`config.mk`:
```
export PLATFORM = sky130hd
export DESIGN_NAME = shared_bus_ctrl
export DESIGN_NICKNAME = d
export VERILOG_FILES = /design/src/rtl/shared_bus_ctrl.sv
export SDC_FILE = /design/constraint.sdc
export NUM_CORES = 1
export LEC_CHECK = 0
export ABC_AREA = 1
export CAP_MARGIN = 10
export CELL_PAD_IN_SITES_DETAIL_PLACEMENT = 1
export CELL_PAD_IN_SITES_GLOBAL_PLACEMENT = 1
export CORE_MARGIN = 2
export CORE_UTILIZATION = 29
export CTS_BUF_LIST = sky130_fd_sc_hd__clkbuf_16
export DETAILED_ROUTE_END_ITERATION = 10
export GPL_TIMING_DRIVEN = 0
export PLACE_DENSITY_LB_ADDON = 0.1
export SLEW_MARGIN = 20
export SYNTH_ARGS = -nofsm -noshare
export SYNTH_HDL_FRONTEND = slang
export SYNTH_SLANG_ARGS = --single-unit
```
`constraint.sdc`:
```
create_clock -name clk -period 1.3 [get_ports clk]
set_clock_uncertainty 0.05 [all_clocks]
set_input_delay 0.13 -clock clk [delete_from_list [all_inputs] [get_ports clk]]
set_output_delay 0.13 -clock clk [all_outputs]
set_load 0.005 [all_outputs]
```
`src/rtl/shared_bus_ctrl.sv`:
```
// -----------------------------------------------------------------------------
// shared_bus_ctrl
//
// Moves a fixed-length burst from the granted requester (A or B) onto a single
// shared output bus with a valid/ready handshake. When the burst completes, the
// owner's done strobe pulses for one cycle. If the owner's grant drops during
// the transfer, the burst is abandoned and abort pulses instead.
//
// Optional feature: define XFER_TIMEOUT_EN to build a stall counter. A burst
// that stalls for TIMEOUT_CYC consecutive cycles is aborted.
//
// Parameters
//   DATA_W      - requester/bus data width
//   BURST_LEN   - beats per burst (>= 2)
//   TIMEOUT_CYC - stall limit in cycles (>= 1), used only with XFER_TIMEOUT_EN
//
// Ports
//   clk       in   rising-edge clock
//   reset     in   asynchronous active-low reset
//   Ga, Gb    in   one-hot grants from the arbiter (A wins if both are high)
//   da, db    in   requester A/B data
//   bus_ready in   downstream accepts the current beat
//   bus_valid out  current beat is valid
//   bus_data  out  current beat data
//   bus_owner out  0 = A, 1 = B; meaningful only while busy
//   busy      out  a burst is in progress (transfer or wrap-up cycle)
//   done_a    out  one-cycle pulse when A's burst completes
//   done_b    out  one-cycle pulse when B's burst completes
//   abort     out  one-cycle pulse when a burst is abandoned
// All outputs are registered.
// -----------------------------------------------------------------------------
module shared_bus_ctrl #(
   parameter int unsigned DATA_W      = 8,
   parameter int unsigned BURST_LEN   = 4,
   parameter int unsigned TIMEOUT_CYC = 15
) (
   input  logic              clk,
   input  logic              reset,
   input  logic              Ga,
   input  logic              Gb,
   input  logic [DATA_W-1:0] da,
   input  logic [DATA_W-1:0] db,
   input  logic              bus_ready,
   output logic              bus_valid,
   output logic [DATA_W-1:0] bus_data,
   output logic              bus_owner,
   output logic              busy,
   output logic              done_a,
   output logic              done_b,
   output logic              abort
);

   localparam int unsigned CntW = $clog2(BURST_LEN);

   if (BURST_LEN < 2 || TIMEOUT_CYC < 1) begin : g_param_check
      $error("shared_bus_ctrl: BURST_LEN must be >= 2 and TIMEOUT_CYC >= 1");
   end

   typedef enum logic [1:0] {StIdle, StXfer, StDone} state_e;

   state_e              state_q, state_d;
   logic [CntW-1:0]     cnt_q, cnt_d;
   logic                owner_q, owner_d;
   logic                valid_q, valid_d;
   logic [DATA_W-1:0]   data_q, data_d;
   logic                busy_q, busy_d;
   logic                done_a_q, done_a_d;
   logic                done_b_q, done_b_d;
   logic                abort_q, abort_d;

   logic                own_grant;
   logic [DATA_W-1:0]   own_data;
   logic                beat_acc;
   logic                last_beat;
   logic                timeout;

   assign own_grant = owner_q ? Gb : Ga;
   assign own_data  = owner_q ? db : da;
   assign beat_acc  = valid_q & bus_ready;
   assign last_beat = (cnt_q == CntW'(BURST_LEN - 1));

`ifdef XFER_TIMEOUT_EN
   localparam int unsigned StallW = $clog2(TIMEOUT_CYC + 1);

   logic [StallW-1:0] stall_q, stall_d;

   // Counts consecutive stalled XFER cycles; anything else (accepted beat,
   // grant loss, leaving XFER) clears it.
   always_comb begin
      stall_d = '0;
      timeout = 1'b0;
      if (state_q == StXfer && own_grant && valid_q && !bus_ready) begin
         if (stall_q == StallW'(TIMEOUT_CYC - 1)) begin
            timeout = 1'b1;
         end else begin
            stall_d = stall_q + StallW'(1);
         end
      end
   end

   always_ff @(posedge clk or negedge reset) begin
      if (!reset) begin
         stall_q <= '0;
      end else begin
         stall_q <= stall_d;
      end
   end
`else
   assign timeout = 1'b0;
`endif

   always_comb begin
      state_d  = state_q;
      cnt_d    = cnt_q;
      owner_d  = owner_q;
      valid_d  = valid_q;
      data_d   = data_q;
      done_a_d = 1'b0;
      done_b_d = 1'b0;
      abort_d  = 1'b0;

      unique case (state_q)
         StIdle: begin
            // A wins when both grants are (illegally) high.
            if (Ga) begin
               state_d = StXfer;
               owner_d = 1'b0;
               data_d  = da;
               valid_d = 1'b1;
               cnt_d   = '0;
            end else if (Gb) begin
               state_d = StXfer;
               owner_d = 1'b1;
               data_d  = db;
               valid_d = 1'b1;
               cnt_d   = '0;
            end
         end

         StXfer: begin
            // Grant loss beats a final beat accepted on the same edge.
            if (!own_grant || timeout) begin
               state_d = StIdle;
               abort_d = 1'b1;
               valid_d = 1'b0;
               cnt_d   = '0;
            end else if (beat_acc) begin
               if (last_beat) begin
                  state_d  = StDone;
                  valid_d  = 1'b0;
                  done_a_d = ~owner_q;
                  done_b_d = owner_q;
               end else begin
                  cnt_d  = cnt_q + CntW'(1);
                  data_d = own_data;
               end
            end
         end

         StDone: begin
            state_d = StIdle;
         end

         default: begin
            state_d = StIdle;
            valid_d = 1'b0;
            cnt_d   = '0;
         end
      endcase

      busy_d = (state_d != StIdle);
   end

   always_ff @(posedge clk or negedge reset) begin
      if (!reset) begin
         state_q  <= StIdle;
         cnt_q    <= '0;
         owner_q  <= 1'b0;
         valid_q  <= 1'b0;
         data_q   <= '0;
         busy_q   <= 1'b0;
         done_a_q <= 1'b0;
         done_b_q <= 1'b0;
         abort_q  <= 1'b0;
      end else begin
         state_q  <= state_d;
         cnt_q    <= cnt_d;
         owner_q  <= owner_d;
         valid_q  <= valid_d;
         data_q   <= data_d;
         busy_q   <= busy_d;
         done_a_q <= done_a_d;
         done_b_q <= done_b_d;
         abort_q  <= abort_d;
      end
   end

   assign bus_valid = valid_q;
   assign bus_data  = data_q;
   assign bus_owner = owner_q;
   assign busy      = busy_q;
   assign done_a    = done_a_q;
   assign done_b    = done_b_q;
   assign abort     = abort_q;

endmodule

```
==> run summary, run 1 <==
root buffer cell: clkbuf_16
Core ar.: 3690 sq um
largest cells by area after synthesis: dfrtp_1, nand2_1, o211ai_1
WS Path Type: flip-flop to flip-flop
top cell type's share of synthesized area: 40.2%
Seq/Total Area, Yosys: 40.2%
Hold Fails Final Rpt: 0
Ys Warns: 0
Synth area leader: dfrtp_1
outcome: finished with violations
PwrDens: 2150 nW/um^2
DRT iter0 DRCs: 29
antenna violations before repair: 0
main flop type after synthesis: dfrtp_1
maximum clock frequency: 0.766 GHz
Clock Path Buffers: 2
Top Layer Used: met4
FF-to-FF path depth: 6
RSZ-0062 raised after global routing: true
Routed Antenna Nets: 0
Critical R2R Capture: busy
metal2 WL: 1830 um
First-pass DRT Iterations: 4
met1 wire length: 1550 um
drt via density: 4.76
total track usage: 15.5%
Congestion Overflow GR: 0
post-route cell area: 1890 sq um
Post-route DRC: 0
asr flop ratio synth: 100%
Max Slew Vio Count: 0
reg2reg start: bus_owner
io pins: 35
Max IR drop VDD: 1.01 mV
Synth Area per Inst: 7.78 sq um
number of nets in the layout: 224
# rows: 22
count leader, synth: nand2_1
gpl congestion: 0.770
synth-to-layout area growth: 69.1%
Routed WL per cell: 14.3 um
largest net degree at the start of global routing: 19
Mapped Nets: 166
Static Leak: 0.955 nW
die area: 4370 sq um
CTS clock-pin slew for the worst setup and hold paths: 0.05 ns
Clk Latency, worst-skew pair: 0.25 ns
CP Data Required Time: 1.38 ns
most instantiated cells after synthesis: nand2_1, dfrtp_1, o211ai_1
Final WS setup: -0.00570 ns
Max FO, Critical Path: 5
critical path endpoint category: flip-flop
Initial Util: 30.4%
clock sinks: 18
DPL Wire Length: 2370 um
Final setup viols: 1
ant diodes: 0
max-cap viol count: 0
post-synth cell types: 24
flops & latches, synth: 18
met3 wire len: 122 um
Worst setup endpoint: busy
violated checks: setup timing
synthesized cell area: 1120 sq um
synthesized instance count: 144
TritonCTS buffer count: 3
fin cells: 248
max FFs per register: 8
IO buf count: 34
die span in y: 66.1 um
Reg2Reg Setup Slack: -0.006 ns
final wirelength: 3550 um
Worst Tran Pin Value: 0.851 ns
critical path startpoint category: flip-flop
final cycle utilization of the critical path: 100%
crit path from: bus_owner
vias in the first global route: 1,184
Max-slew headroom: 43.1%
setup_tns: -0.00570 ns
Final Util: 51.3%
vias: 1,181
Worst EP arrival: 1.39 ns
Fillers: 444
Post-synth EDFFs: 0
global-route wire length before repair: 5180 um
HP Class: input pin to asynchronous set/reset pin
share of cells above drive strength 1: 26.5%
minimum clock period: 1.31 ns
Die Width: 66.1 um
H-tree levels: 1
DP Area: 1520 sq um
CTS tree: built
placed insts: 226
-- layout by cell type, fill, tap and decap left out, types with 2 or more instances in the layout --
cell type,Yosys,final
nand2_2,3,4
nand2_4,4,5
buf_6,1,4
nor2_4,0,2
buf_4,2,15
clkdlybuf4s50_1,0,27
a21oi_4,1,2
dfrtp_1,18,16
nor2_1,9,7
nand3_1,10,9
dlymetal6s2s_1,0,5
nand2_1,52,49
nor4_1,2,2
o211ai_1,16,16
clkbuf_16,0,4
dlygate4sd2_1,0,2
dfrtp_2,0,2
o21ai_2,2,2
buf_12,0,2
inv_1,13,11
-- worst max-delay path: stages (launching register included) --
cell and delay (ns):
dfrtp_2 0.43, clkinv_4 0.09, nand2_4 0.10, nand2_4 0.09, nand2_2 0.12, o21ai_2 0.09
or2_1 0.22
-- report_power, final --
part,internal [W],leakage [nW],switching (W)
Clock,0.000405,0.0370,0.000199
Combinational,0.00129,0.692,0.00121
Sequential,0.000795,0.225,0.000179
-- cell families (layout without fill, tap and decap cells) --
kind of cell             Yosys count  count (layout)  share of synthesized area, %
AO/OA/AOI/OAI                     22              22                          15.4
adder cells (fa/ha/maj)            1               1                          1.12
buffers and inverters             19              75                          8.04
flip-flops                        18              18                          40.2
AND/OR/NAND/NOR                   84              84                          35.2
-- stage by stage --
step           total power, W  setup slack (ns)  hold WS (ns)
6_report              0.00407          -0.00570         0.319
5_1_grt               0.00441           -0.0581         0.389
4_1_cts               0.00353          0.000541         0.353
3_5_place_dp          0.00278            -0.263         0.414
3_3_place_gp          0.00273            -0.249         0.410
2_1_floorplan         0.00202            0.0649        -0.216
-- how the worst min path moves through the flow --
stage | start | endpoint | cells past startpoint
final | reset | done_a | 1
after global routing | reset | done_a | 1
after CTS | reset | done_a | 1
after detailed placement | bus_data[5] | bus_data[5] | 2
after global placement | cnt_q[1] | cnt_q[1] | 2
after floorplan | reset | abort | 0
-- final cells by class --
class	count	area, sq um	area share [%]
timing repair buffer	53	543	28.7
buffer	4	45.0	2.38
sequential	18	453	23.9
clock buffer	3	75.1	3.97
multi-input combinational	107	646	34.1
inverter	15	71.3	3.77
tap	48	60.1	3.17
-- repair_timing --
item | CTS | global route
gates resized for setup | 9 | 31
gates cloned | 0 | 1
buffers inserted | 3 | 15
pin swaps | 1 | 8
hold buffers | 0 | 0
setup endpoints to repair | 13 | 19
-- routing by layer --
| metal | vias up | GRT usage [%] |
|---|---|---|
| met4 | 0 | 2.30 |
| met1 | 569 | 17.8 |
| met5 | - | 0 |
| li1 | 586 | - |
| met3 | 4 | 3.75 |
| met2 | 22 | 29.1 |
Power figures use the tool's default switching activity.
==> inputs of run 2 (changes only) <==
- CORE_MARGIN: 2 -> 3
- GPL_ROUTABILITY_DRIVEN: unset -> 0
==> run 2 against run 1 <==
The flow still finishes with violations (setup timing). Clock power increased by 2%. Total power down 7.6%. Critical path depth is 1 higher. Largest power group unchanged.
==> run summary, run 2 (synthesis gave the netlist of run 1 again) <==
antenna violations before repair: 0 (unchanged)
CTS tree: built
NetSw: 0.00154 W (-3.0%)
Comb power frac: 58.1% (-3.2 points)
Initial Util: 31.8% (+1.4 points)
CTS Hold Buffers Added: 0 (unchanged)
violated checks: setup timing
CP Data Required Time: 1.44 ns (+0.06 ns)
Max Slew Vio Count: 0 (unchanged)
Routed Antenna Nets: 0 (unchanged)
Hold Fails Final Rpt: 0 (unchanged)
commonest cells after routing, fill and taps aside: nand2_1, clkdlybuf4s50_1, o211ai_1, dfrtp_1, buf_4
minimum clock period: 1.30 ns (-0.00117 ns)
most common cell after layout, fill and taps aside: nand2_1
CTS clock-pin slew for the worst setup and hold paths: 0.05 ns (about the same)
Final WS setup: -0.00454 ns (+0.00117 ns)
fin cells: 240 (-3.2%)
Routed WL per cell: 15.0 um (+5.0%)
global-route wire length before repair: 5650 um (+9.1%)
vias in the first global route: 1,218 (+2.9%)
Reg power frac: 25.4% (+1.5 points)
Clk pwr share: 16.4% (+1.6 points)
WS Path Type: flip-flop to flip-flop
placed insts: 224 (-0.88%)
DPL Wire Length: 2500 um (+5.5%)
H-tree levels: 1 (unchanged)
io pins: 35 (unchanged)
DRT iter0 DRCs: 28 (-3.4%)
die area: 4640 sq um (+6.1%)
Final Util: 51.0% (-0.36 points)
max-cap viol count: 0 (unchanged)
Congestion Overflow GR: 0 (unchanged)
# rows: 21 (-4.5%)
synth-to-layout area growth: 60.2%
outcome: finished with violations
share of cells above drive strength 1: 25.3% (-1.2 points)
Worst EP arrival: 1.45 ns (+0.06 ns)
Pwr Total: 0.00376 W (-7.6%)
Max-slew headroom: 43.0% (-0.11 points)
IO buf count: 34 (unchanged)
total track usage: 16.8% (+1.3 points)
PwrDens: 2100 nW/um^2 (-2.6%)
critical path startpoint category: flip-flop
Worst Tran Pin Value: 0.853 ns (+0.00166 ns)
Max IR drop VDD: 1.15 mV (+14%)
Max FO, Critical Path: 4 (-1)
Clk Latency, worst-skew pair: 0.25 ns (about the same)
vias: 1,173 (-0.68%)
maximum clock frequency: 0.767 GHz (about the same)
largest net degree at the start of global routing: 19 (unchanged)
ant diodes: 0 (unchanged)
die span in y: 68.1 um (+3.0%)
Post-route DRC: 0 (unchanged)
internal power: 0.00222 W (-11%)
Die Width: 68.1 um (+3.0%)
setup_tns: -0.00454 ns (+0.00117 ns)
Sw Share: 40.9% (+2.0 points)
final cycle utilization of the critical path: 100% (about the same)
clock sinks: 18 (unchanged)
Static Leak: 0.941 nW (-1.4%)
First-pass DRT Iterations: 4 (unchanged)
critical path endpoint category: flip-flop
Clock Path Buffers: 2 (unchanged)
HP Class: input pin to flip-flop
RSZ-0062 raised after global routing: true
max FFs per register: 8 (unchanged)
Final setup viols: 1 (unchanged)
drt via density: 4.89 (+2.6%)
number of nets in the layout: 218 (-2.7%)
TritonCTS buffer count: 3 (unchanged)
Core ar.: 3520 sq um (-4.5%)
final wirelength: 3610 um (+1.6%)
root buffer cell: clkbuf_16
pre-CTS worst setup slack: -0.253 ns (+0.0105 ns)
run 2: final timing paths:
kind	startpoint	endpoint	slack [ns]	cells past startpoint
worst min-delay path	Ga	bus_valid	0.22	3
max in group asynchronous	reset	state_q[0]	0.30	1
worst min register to register	bus_data[3]	bus_data[3]	0.42	2
min in group asynchronous	reset	done_a	0.31	1
worst max-delay path	cnt_q[0]	bus_data[4]	-0.005	7
worst max register to register	cnt_q[0]	bus_data[4]	-0.005	7
run 2: worst max-delay path: stages, from the launching register on:
cell and delay (ns):
dfrtp_1 0.41, ha_4 0.20, nor2_4 0.12, nand2_2 0.07, nand2_4 0.11, buf_4 0.13, nand3_1 0.08, nand2_1 0.08
run 2: routing by layer:
layer | track usage (%) | vias to the layer above | routed length [um]
met1 | 18.5 | 569 | 1470
met4 | 5.21 | 0 | 58
met2 | 30.9 | 24 | 1890
met5 | 0 | - | 0
li1 | - | 574 | -
met3 | 4.60 | 6 | 186
run 2: power groups by stage:
stage | registers (W) | clock network [W] | logic, W
6_report | 0.000956 | 0.000618 | 0.00219
3_5_place_dp | 0.000932 | 0 | 0.00186
4_1_cts | 0.000936 | 0.000619 | 0.00200
3_3_place_gp | 0.000918 | 0 | 0.00180
2_1_floorplan | 0.000931 | 0 | 0.00109
5_1_grt | 0.000976 | 0.000673 | 0.00245
run 2: area by class of cell:
type,instances,area (sq um)
Fill cell,436,1730
Multi-Input combinational cell,107,636
Timing Repair Buffer,47,469
Sequential cell,18,453
Clock buffer,3,75.1
Inverter,15,66.3
Tap cell,46,57.6
Buffer,4,37.5
run 2: per-stage QoR:
stage / hold slack, ns / area (sq um)
2_1_floorplan: -0.216 / 1120
3_3_place_gp: 0.412 / 1520
3_5_place_dp: 0.416 / 1520
4_1_cts: 0.336 / 1650
5_1_grt: 0.277 / 1790
6_report: 0.217 / 1790
run 2: repair_timing:
action,in CTS,in global routing
pin swaps,1,8
gates cloned,0,0
gates resized for setup,10,24
setup buffers,4,9
setup endpoints to repair,14,20
==> RTL change, RTL diff (settings of run 1) <==
Take the reset off `data_q` and load it in a clocked block of its own.
--- a/src/rtl/shared_bus_ctrl.sv
+++ b/src/rtl/shared_bus_ctrl.sv
@@ -177,7 +177,6 @@
          cnt_q    <= '0;
          owner_q  <= 1'b0;
          valid_q  <= 1'b0;
-         data_q   <= '0;
          busy_q   <= 1'b0;
          done_a_q <= 1'b0;
          done_b_q <= 1'b0;
@@ -187,12 +186,15 @@
          cnt_q    <= cnt_d;
          owner_q  <= owner_d;
          valid_q  <= valid_d;
-         data_q   <= data_d;
          busy_q   <= busy_d;
          done_a_q <= done_a_d;
          done_b_q <= done_b_d;
          abort_q  <= abort_d;
       end
+   end
+
+   always_ff @(posedge clk) begin
+      data_q <= data_d;
    end
 
    assign bus_valid = valid_q;
Function: changed (a bounded check fails within 4 cycles, from zero or initial values and one cycle with reset low).
==> RTL change against run 1 <==
  * The flow still finishes with violations (setup timing)
  * Cell count fell by 15%
  * Critical path depth grew 1
  * Maximum frequency shrank 7.6%
  * Worst setup slack got worse by 0.11 ns
  * Combinational power fell by 16%
  * Total power fell by 8.9%
  * Design area decreased by 11%
  * Synthesized area shrank 13%
  * Sequential cell count unchanged
  * Routed wire length down 16%
  * Synthesized cell count decreased by 22%
  * Non-clock buffer count fell by 6
  * Critical path type unchanged
==> RTL change: results (changes against run 1) <==
Outcome
  • Outcome: finished, violations left (unchanged)
  • Failing checks: setup timing (unchanged)

Global route
  • GRT Total Usage: 17.4% (was 15.5%)
  • First-pass GRT wire length: 4830 um (was 5180 um)
  • Pin count of the biggest net entering global routing: 11 (was 19)
  • Met1 Use GR: 21.0% (was 17.8%)
  • Met2 Usage GRT: 31.5% (was 29.1%)

Logic synthesis
  • Post-synth ARST share: 55.6% (was 100%)
  • Top cells by count, synth: 25 x nor2_1, 17 x nand2_1, 10 x dfrtp_1, 8 x edfxtp_1 (was 52 x nand2_1, 18 x dfrtp_1, 16 x o211ai_1, 13 x inv_1, 10 x nand3_1)
  • Post-Synth Adder-Cell Area: 1.28% (was 1.12%)
  • Sequential fraction of the synthesis area: 50.3% (was 40.2%)
  • Syn_area_per_cell: 8.64 um^2 (was 7.78 um^2)
  • Synth top area cells: dfrtp_1 26%, edfxtp_1 25%, nor2_1 9.6%, nand2_1 6.5%, o22ai_1 4.5% (was dfrtp_1 40%, nand2_1 17%, o211ai_1 11%, nand3_1 4.5%, inv_1 4.4%)

Power
  • Power Internal: 2390 uW (was 2490 uW)
  • Leakage: 0.000708 uW (was 0.000955 uW)
  • Seq pwr: 994 uW (was 973 uW)
  • Pwr per Cell Area: 2200 mW/mm^2 (was 2150 mW/mm^2)

Critical path
  • Crit path largest cell delay: 0.38 ns (was 0.43 ns)
  • CP max-delay cell: dfrtp_1 (was dfrtp_2)

Routing
  • Detailed route wirelength on metal2: 1630 um (was 1830 um)
  • Final wirelength: 2990 um (was 3550 um)
  • Vias per cell: 4.64 (was 4.76)
  • DRT met1 WL: 1220 um (was 1550 um)

Clocking
  • Post-CTS setup buffers: 14 (was 3)
  • Cts repair resizes: 10 (was 9)

Timing
  • TNS Setup: -1.15 ns (was -0.00570 ns)
  • Worst-margin pin slew: 0.467 ns (was 0.851 ns)
  • Post-route setup slack: -0.113 ns (was -0.00570 ns)
  • Final setup fails: 12 (was 1)

Placed design
  • Pre-CTS setup slack: -0.464 ns (was -0.263 ns)
  • I/O Buffers: 33 (was 34)

Cells and area
  • Fraction of layout instances using a drive strength above 1: 29.1% (was 26.5%)
==> RTL change: changes by cell type in the layout (fill, tap and decap cells not counted), sizes merged, moves of 4 or more <==
cell | before | now
buf | 22 | 18
o22ai | 0 | 7
clkdlybuf4s50 | 27 | 31
edfxtp | 0 | 8
o211ai | 16 | 0
dlymetal6s2s | 5 | 1
nor2 | 10 | 26
nand2 | 59 | 20
nand3 | 11 | 3
dfrtp | 18 | 10
o21ai | 3 | 15
==> RTL change: final timing paths <==
kind,from,to,depth (start not counted)
max,state_q[1],bus_data[4],7
min,reset,cnt_q[1],1
max reg2reg,state_q[1],bus_data[4],7
min reg2reg,cnt_q[1],cnt_q[1],2
max in group asynchronous,reset,bus_valid,1
min in group clk,Ga,done_a,3
==> RTL change: area by class of cell <==
class / count / area, um^2
repair buffers: 48 / 473
fillers: 380 / 1600
plain buffers: 3 / 33.8
inverters: 10 / 50.0
clock buffers: 3 / 75.1
flip-flops and latches: 18 / 490
clock inverters: 1 / 3.75
multi-input cells: 82 / 499
well taps: 46 / 57.6
